`config.mk`:
```
export PLATFORM = sky130hd
export DESIGN_NAME = many_functions_sched_flat
export DESIGN_NICKNAME = d
export VERILOG_FILES = /design/src/rtl/many_functions_sched_pkg.sv /design/src/rtl/many_functions_sched_if.sv /design/src/rtl/many_functions_sched_alu.sv /design/src/rtl/many_functions_sched.sv /design/src/flat_wrapper.sv
export SDC_FILE = /design/constraint.sdc
export NUM_CORES = 1
export LEC_CHECK = 0
export ABC_CLOCK_PERIOD_IN_PS = 11000
export CELL_PAD_IN_SITES_DETAIL_PLACEMENT = 1
export CELL_PAD_IN_SITES_GLOBAL_PLACEMENT = 2
export CORE_ASPECT_RATIO = 1.75
export CORE_MARGIN = 5
export CORE_UTILIZATION = 31
export DETAILED_ROUTE_END_ITERATION = 7
export GPL_TIMING_DRIVEN = 0
export PLACE_DENSITY_LB_ADDON = 0.25
export SETUP_SLACK_MARGIN = 0.4
export SLEW_MARGIN = 15
export SYNTH_ARGS = -nofsm -noshare
export SYNTH_HDL_FRONTEND = slang
export SYNTH_SLANG_ARGS = --single-unit
```
`constraint.sdc`:
```
create_clock -name clk -period 11 [get_ports clk]
set_input_delay 2.2 -clock clk [delete_from_list [all_inputs] [get_ports clk]]
set_output_delay 2.2 -clock clk [all_outputs]
set_load 0.01 [all_outputs]
```
`src/rtl/many_functions_sched_pkg.sv`:
```
// Shared types and per-opcode functions for the many_functions scheduler.
// Functions work on a wide word and take the live width as an argument.
package many_functions_sched_pkg;

  localparam int MAXW = 64;
  typedef logic [MAXW-1:0] word_t;

  typedef enum logic [2:0] {
    OP_ARITH, OP_BOOL, OP_SHIFT, OP_MAX3, OP_REV, OP_MIXED, OP_ILL6, OP_ILL7
  } op_e;

  typedef enum logic [1:0] {IDLE, CALC, RESP} state_e;

  function automatic word_t width_mask(input int w);
    return (w >= MAXW) ? '1 : ((word_t'(1) << w) - word_t'(1));
  endfunction

  function automatic word_t f_arith(input word_t a, input word_t b, input word_t c, input int w);
    word_t t;
    t = ((a + b - c) << 1) | (a & b);
    return (t ^ c) & width_mask(w);
  endfunction

  function automatic word_t f_bool(input word_t a, input word_t b, input logic [1:0] sel, input int w);
    word_t r;
    case (sel)
      2'd0:    r = a & b;
      2'd1:    r = a | b;
      2'd2:    r = a ^ b;
      default: r = ~(a & b);
    endcase
    return r & width_mask(w);
  endfunction

  function automatic word_t f_shift(input word_t a, input logic [1:0] sel, input int w);
    return (a << sel) & width_mask(w);
  endfunction

  function automatic word_t f_max3(input word_t a, input word_t b, input word_t c);
    return (a > b) ? ((a > c) ? a : c) : ((b > c) ? b : c);
  endfunction

  function automatic word_t f_rev(input word_t a, input int w);
    word_t r;
    r = '0;
    for (int i = 0; i < MAXW; i++)
      if (i < w) r[i] = a[w-1-i];
    return r;
  endfunction

  function automatic word_t f_mixed(input word_t a, input word_t b, input logic [1:0] sel,
                                    input int w, input int depth);
    word_t r;
    r = '0;
    case (sel)
      2'd0: r = a + b;
      2'd1: begin
        for (int i = 0; i < MAXW / 2; i++)
          if (i < w / 2) begin
            r[2*i]   = a[i];
            r[2*i+1] = b[i];
          end
      end
      2'd2: r = a[w-1] ? (b >> 1) : (a << 1);
      default: begin
        if (a > b) begin
          for (int i = 0; i < MAXW; i++)
            if (i < depth) r = r + (a >> i);
        end else begin
          r = b & width_mask(w) & ~width_mask(w / 2);
        end
      end
    endcase
    return r & width_mask(w);
  endfunction

endpackage

```
`src/rtl/many_functions_sched_if.sv`:
```
// Request/response bus between the requesters and the shared scheduler.
interface many_functions_sched_if #(
  parameter int WIDTH = 8,
  parameter int NREQ  = 4
);
  localparam int TAGW = $clog2(NREQ);

  logic [NREQ-1:0]       req_valid;
  logic [NREQ-1:0]       req_ready;
  logic [NREQ*3-1:0]     req_op;
  logic [NREQ*WIDTH-1:0] req_a;
  logic [NREQ*WIDTH-1:0] req_b;
  logic [NREQ*WIDTH-1:0] req_c;
  logic [NREQ*2-1:0]     req_sel;
  logic                  rsp_valid;
  logic                  rsp_ready;
  logic [WIDTH-1:0]      rsp_data;
  logic [TAGW-1:0]       rsp_tag;
  logic                  rsp_err;

  modport master (
    output req_valid, req_op, req_a, req_b, req_c, req_sel, rsp_ready,
    input  req_ready, rsp_valid, rsp_data, rsp_tag, rsp_err
  );

  modport slave (
    input  req_valid, req_op, req_a, req_b, req_c, req_sel, rsp_ready,
    output req_ready, rsp_valid, rsp_data, rsp_tag, rsp_err
  );
endinterface

```
`src/rtl/many_functions_sched_alu.sv`:
```
// Combinational multi-function datapath shared by all requesters.
module mf_alu
  import many_functions_sched_pkg::*;
#(
  parameter int WIDTH = 8,
  parameter int DEPTH = 4
) (
  input  op_e              op,
  input  logic [1:0]       sel,
  input  logic [WIDTH-1:0] a,
  input  logic [WIDTH-1:0] b,
  input  logic [WIDTH-1:0] c,
  output logic [WIDTH-1:0] data,
  output logic             err
);

  always_comb begin
    data = '0;
    err  = 1'b0;
    case (op)
      OP_ARITH: data = WIDTH'(f_arith(word_t'(a), word_t'(b), word_t'(c), WIDTH));
      OP_BOOL:  data = WIDTH'(f_bool(word_t'(a), word_t'(b), sel, WIDTH));
      OP_SHIFT: data = WIDTH'(f_shift(word_t'(a), sel, WIDTH));
      OP_MAX3:  data = WIDTH'(f_max3(word_t'(a), word_t'(b), word_t'(c)));
      OP_REV:   data = WIDTH'(f_rev(word_t'(a), WIDTH));
      OP_MIXED: data = WIDTH'(f_mixed(word_t'(a), word_t'(b), sel, WIDTH, DEPTH));
      default:  err  = 1'b1;
    endcase
  end

endmodule

```
`src/rtl/many_functions_sched.sv`:
```
// Round-robin scheduler sharing one mf_alu among NREQ requesters;
// each accepted request yields one tagged, registered response.
module many_functions_sched
  import many_functions_sched_pkg::*;
#(
  parameter int WIDTH = 8,
  parameter int DEPTH = 4,
  parameter int NREQ  = 4
) (
  input  logic                    clk,
  input  logic                    rst_n,
  many_functions_sched_if.slave   bus,
  output logic                    busy
);

  localparam int TAGW = $clog2(NREQ);

  state_e            state, state_nx;
  logic [TAGW-1:0]   rr_ptr, gnt_idx, lat_idx, rsp_tag_q;
  logic              gnt_found, can_grant, gnt;
  logic [NREQ-1:0]   ready_vec;
  op_e               lat_op;
  logic [1:0]        lat_sel;
  logic [WIDTH-1:0]  lat_a, lat_b, lat_c, alu_data, rsp_data_q;
  logic              alu_err, rsp_err_q;

  // First valid requester at or after rr_ptr, wrapping around.
  always_comb begin
    gnt_found = 1'b0;
    gnt_idx   = '0;
    for (int k = 0; k < NREQ; k++) begin
      if (!gnt_found && bus.req_valid[(int'(rr_ptr) + k) % NREQ]) begin
        gnt_found = 1'b1;
        gnt_idx   = TAGW'((int'(rr_ptr) + k) % NREQ);
      end
    end
  end

  assign can_grant = rst_n && ((state == IDLE) || ((state == RESP) && bus.rsp_ready));
  assign gnt       = can_grant && gnt_found;

  always_comb begin
    ready_vec = '0;
    if (gnt) ready_vec[gnt_idx] = 1'b1;
  end

  assign bus.req_ready = ready_vec;
  assign bus.rsp_valid = (state == RESP);
  assign bus.rsp_data  = rsp_data_q;
  assign bus.rsp_tag   = rsp_tag_q;
  assign bus.rsp_err   = rsp_err_q;
  assign busy          = (state != IDLE);

  always_ff @(posedge clk or negedge rst_n) begin
    if (!rst_n) state <= IDLE;
    else        state <= state_nx;
  end

  always_comb begin
    state_nx = state;
    case (state)
      IDLE:    if (gnt) state_nx = CALC;
      CALC:    state_nx = RESP;
      RESP:    if (bus.rsp_ready) state_nx = gnt ? CALC : IDLE;
      default: state_nx = IDLE;
    endcase
  end

  mf_alu #(.WIDTH(WIDTH), .DEPTH(DEPTH)) u_alu (
    .op   (lat_op),
    .sel  (lat_sel),
    .a    (lat_a),
    .b    (lat_b),
    .c    (lat_c),
    .data (alu_data),
    .err  (alu_err)
  );

  // Response registers only load in CALC, so they hold steady under backpressure.
  always_ff @(posedge clk or negedge rst_n) begin
    if (!rst_n) begin
      rr_ptr     <= '0;
      lat_idx    <= '0;
      lat_op     <= OP_ARITH;
      lat_sel    <= '0;
      lat_a      <= '0;
      lat_b      <= '0;
      lat_c      <= '0;
      rsp_data_q <= '0;
      rsp_tag_q  <= '0;
      rsp_err_q  <= 1'b0;
    end else begin
      if (gnt) begin
        lat_idx <= gnt_idx;
        lat_op  <= op_e'(bus.req_op[3*int'(gnt_idx) +: 3]);
        lat_sel <= bus.req_sel[2*int'(gnt_idx) +: 2];
        lat_a   <= bus.req_a[WIDTH*int'(gnt_idx) +: WIDTH];
        lat_b   <= bus.req_b[WIDTH*int'(gnt_idx) +: WIDTH];
        lat_c   <= bus.req_c[WIDTH*int'(gnt_idx) +: WIDTH];
        rr_ptr  <= (gnt_idx == TAGW'(NREQ-1)) ? '0 : gnt_idx + 1'b1;
      end
      if (state == CALC) begin
        rsp_data_q <= alu_data;
        rsp_tag_q  <= lat_idx;
        rsp_err_q  <= alu_err;
      end
    end
  end

endmodule

```
`src/flat_wrapper.sv`:
```
// flat-port wrapper written by rule: the top's interface ports become plain ports
module many_functions_sched_flat import many_functions_sched_pkg::*;
#(
  parameter int WIDTH = 8,
  parameter int DEPTH = 4,
  parameter int NREQ  = 4
)
  (clk, rst_n, busy, bus_req_valid, bus_req_op, bus_req_a, bus_req_b, bus_req_c, bus_req_sel, bus_rsp_ready, bus_req_ready, bus_rsp_valid, bus_rsp_data, bus_rsp_tag, bus_rsp_err);
  many_functions_sched_if #(.WIDTH(WIDTH), .NREQ(NREQ)) bus_i ();
  input  logic clk;
  input  logic rst_n;
  output logic busy;
  input wire logic [$bits(bus_i.req_valid)-1:0] bus_req_valid;
  input wire logic [$bits(bus_i.req_op)-1:0] bus_req_op;
  input wire logic [$bits(bus_i.req_a)-1:0] bus_req_a;
  input wire logic [$bits(bus_i.req_b)-1:0] bus_req_b;
  input wire logic [$bits(bus_i.req_c)-1:0] bus_req_c;
  input wire logic [$bits(bus_i.req_sel)-1:0] bus_req_sel;
  input wire logic [$bits(bus_i.rsp_ready)-1:0] bus_rsp_ready;
  output wire logic [$bits(bus_i.req_ready)-1:0] bus_req_ready;
  output wire logic [$bits(bus_i.rsp_valid)-1:0] bus_rsp_valid;
  output wire logic [$bits(bus_i.rsp_data)-1:0] bus_rsp_data;
  output wire logic [$bits(bus_i.rsp_tag)-1:0] bus_rsp_tag;
  output wire logic [$bits(bus_i.rsp_err)-1:0] bus_rsp_err;
  assign bus_i.req_valid = bus_req_valid;
  assign bus_i.req_op = bus_req_op;
  assign bus_i.req_a = bus_req_a;
  assign bus_i.req_b = bus_req_b;
  assign bus_i.req_c = bus_req_c;
  assign bus_i.req_sel = bus_req_sel;
  assign bus_i.rsp_ready = bus_rsp_ready;
  assign bus_req_ready = bus_i.req_ready;
  assign bus_rsp_valid = bus_i.rsp_valid;
  assign bus_rsp_data = bus_i.rsp_data;
  assign bus_rsp_tag = bus_i.rsp_tag;
  assign bus_rsp_err = bus_i.rsp_err;
  many_functions_sched #(.WIDTH(WIDTH), .DEPTH(DEPTH), .NREQ(NREQ)) u_core (.clk(clk), .rst_n(rst_n), .bus(bus_i), .busy(busy));
endmodule
```
==> impl_metrics.json <==
{
  "ctsLongestPathBuffers": 2,
  "synthArstFlopShare_pct": 100,
  "grt_pass1_vias": 7333,
  "place_congestion": 0.967,
  "syn-cell-area_um2": 6020,
  "die_h_um": 194,
  "drt_wl_total_um": 26900,
  "die_area_um2": 22400,
  "hold_viol_final": 0,
  "min_period_over_period_pct": 67.1,
  "avgSynthCellArea_um2": 7.18,
  "dp_hpwl_um": 22100,
  "multi_input_area_um2": 4500,
  "hold_buffers": 0,
  "numCtsBuffers": 5,
  "status": "complete, no violations",
  "timing.critical_path.cells": "clkdlybuf4s50_1 > a21oi_1 > o21ai_0 > nand2_1 > o21ai_1 > clkinv_1 > clkbuf_1 > ha_1 > and2_1 > clkdlybuf4s50_1",
  "syn-num-nets": 1035,
  "slowest_delay_ns": 0.56,
  "wl_per_cell_um": 22.0,
  "viasPerCell": 5.53,
  "critPathArrivalTime_ns": 5.18,
  "rsz0062_at_grt": "false",
  "clock-root-buffer": "clkbuf_16",
  "areaGrowthSynthToFinish_pct": 30.8,
  "finalSetupViolations": 0,
  "grt_first_pass_wirelength_um": 41300,
  "setup_ws_ns": 3.62,
  "r2r_cells": 14,
  "criticalPathCategory": "input pin to output port",
  "cts_tree": "built",
  "antenna_found_initial": 0,
  "drive_above_1_share_pct": 2.74,
  "num_vias": 6785,
  "diodes": 0,
  "fin_skew_ns": 0.00796,
  "rows": 67,
  "drt_first_iter_violations": 240,
  "clk_pin_slew_ns": 0.07,
  "ctsResizeCount": 0,
  "initial_core_util_pct": 31.5,
  "cts.htree.levels": 2,
  "syn_inst": 838,
  "worstSetupStartpointType": "input pin",
  "seq_area_um2": 1150,
  "dr.pass1.iters": 4,
  "whs_ns": 0.484,
  "path_delay_family": "buffers and inverters",
  "grt_max_degree": 33,
  "layout_commonest_cell": "nand2_1",
  "final_cell_mix": "nand2_1 (155), clkdlybuf4s50_1 (138), nand3_1 (87)",
  "drv_cap": 0,
  "max_slew.worst_pin.slew_ns": 0.883,
  "postCtsSetupBuffers": 0,
  "setup-tns-final_ns": 0,
  "ys_ff_latch": 46,
  "drc": 0,
  "hold_depth": 2,
  "numClockSinks": 46,
  "clock_latency_ns": 0.30,
  "synth.distinct_cells": 69,
  "die_w_um": 115,
  "final_max_slew_viol_count": 0,
  "yosysSeqAreaShare_pct": 19.1,
  "ios": 140,
  "crit_fanout": 11,
  "yosysWarnings": 0,
  "dp_slack_ns": 3.60,
  "ant_nets": 0,
  "cp_num_cells": 10,
  "period_minus_slack_ns": 7.38,
  "endpoint_kind": "output port",
  "core_um2": 19100,
  "synth_edf_count": 0,
  "layout.nets": 1182,
  "cp_slowest_cell": "clkdlybuf4s50_1",
  "port_buffers": 139,
  "cp_num_buf_inv": 4,
  "max_freq_ghz": 0.135,
  "grtUsageTotal_pct": 24.0,
  "fillers": 2476,
  "synth_flop_cell": "dfrtp_1",
  "relSlewSlack_pct": 41.1,
  "min_path_type": "flop to flop",
  "cpMostUsedCell": "clkdlybuf4s50_1",
  "grt_overflow": 0,
  "required_ns": 8.80
}
cell type report:
cell class / count / area share, %
plain buffers: 45 / 2.22
clock buffers: 5 / 1.59
clock inverters: 3 / 0.302
inverters: 51 / 2.43
multi-input cells: 696 / 57.2
flip-flops and latches: 46 / 14.6
well taps: 241 / 3.83
repair buffers: 140 / 17.9
path summary, 6_finish.rpt:
kind / start / slack (ns) / to
max reg2reg: u_core.lat_a[3] / 6.34 / u_core.bus.rsp_data[7]
max: bus_req_valid[0] / 3.62 / bus_req_ready[3]
min in group asynchronous: rst_n / 1.82 / u_core.bus.rsp_data[7]
min reg2reg: u_core.lat_idx[0] / 0.48 / u_core.lat_idx[0]
min: u_core.lat_idx[0] / 0.48 / u_core.lat_idx[0]
max in group asynchronous: rst_n / 8.66 / u_core.lat_c[1]
stage by stage:
stage / area, um^2 / util (%) / std cells
finish: 7880 / 41.2 / 1227
floorplan: 6020 / - / 838
global placement: 7710 / 40.4 / 1218
global route: 7880 / 41.2 / 1227
detailed placement: 7730 / 40.4 / 1219
CTS: 7880 / 41.2 / 1227
worst reg2reg max path, cell delays in order, from the launching register on:
cell and delay (ns):
dfrtp_1 0.85, inv_1 0.42, ha_1 0.51, inv_1 0.11, o21ai_0 0.26, xor2_1 0.39, ha_1 0.36, o21ai_0 0.10
a21oi_1 0.09, or4_1 0.41, nand3_1 0.12, xor2_1 0.34, nor2_1 0.11, xnor2_1 0.14, a221o_1 0.34
state kept, by name, indices dropped and copies added, names as in the netlist:
| name | flops |
|---|---|
| u_core.rr_ptr | 2 |
| u_core.lat_c | 8 |
| u_core.bus.rsp_data | 8 |
| u_core.lat_b | 8 |
| u_core.bus.rsp_err | 1 |
| u_core.lat_op | 3 |
| u_core.lat_a | 8 |
| u_core.lat_sel | 2 |
| u_core.state | 2 |
| u_core.lat_idx | 2 |
| u_core.bus.rsp_tag | 2 |
kinds of logic (layout without fill, tap and decap cells):
| family | Yosys count | in the layout | share of synthesized area (%) |
|---|---|---|---|
| xor gates and xnor gates | 26 | 26 | 4.01 |
| buffers and inverters | 96 | 244 | 6.09 |
| AOI/OAI and AO/OA | 221 | 221 | 23.1 |
| and+or+nand+nor | 353 | 353 | 26.9 |
| adders and majority gates | 74 | 74 | 16.0 |
| muxes | 22 | 22 | 4.74 |
| DFF | 46 | 46 | 19.1 |
Yosys cell counts, drive strengths merged, types with 6 or more instances:
cell type,number,share of area [%]
ha,69,14
clkbuf,36,2.2
nand3,87,7.2
dfrtp,46,19
a21oi,52,4.4
and3,6,0.62
a211oi,7,0.87
buf,9,0.67
a21o,8,1.0
o221ai,6,0.87
nand2b,11,1.1
a31oi,7,0.73
xnor2,16,2.3
nor2,48,3.0
nor2b,10,1.0
and2,7,0.73
o21bai,6,0.94
nand2,155,9.7
xor2,9,1.3
o21ai,83,6.9
inv,48,3.0
nand4,7,0.73
o211ai,9,1.1
mux2i,15,2.5
per-layer routing:
layer,track usage (%),share of wire [%]
met5,0,0
met3,2.61,4.8
met1,24.2,35
met4,14.7,6.8
met2,45.2,54
Power is left out: the tool's default activity adds up to more than one toggle a clock period on the data nets, which glitch-free logic cannot reach.
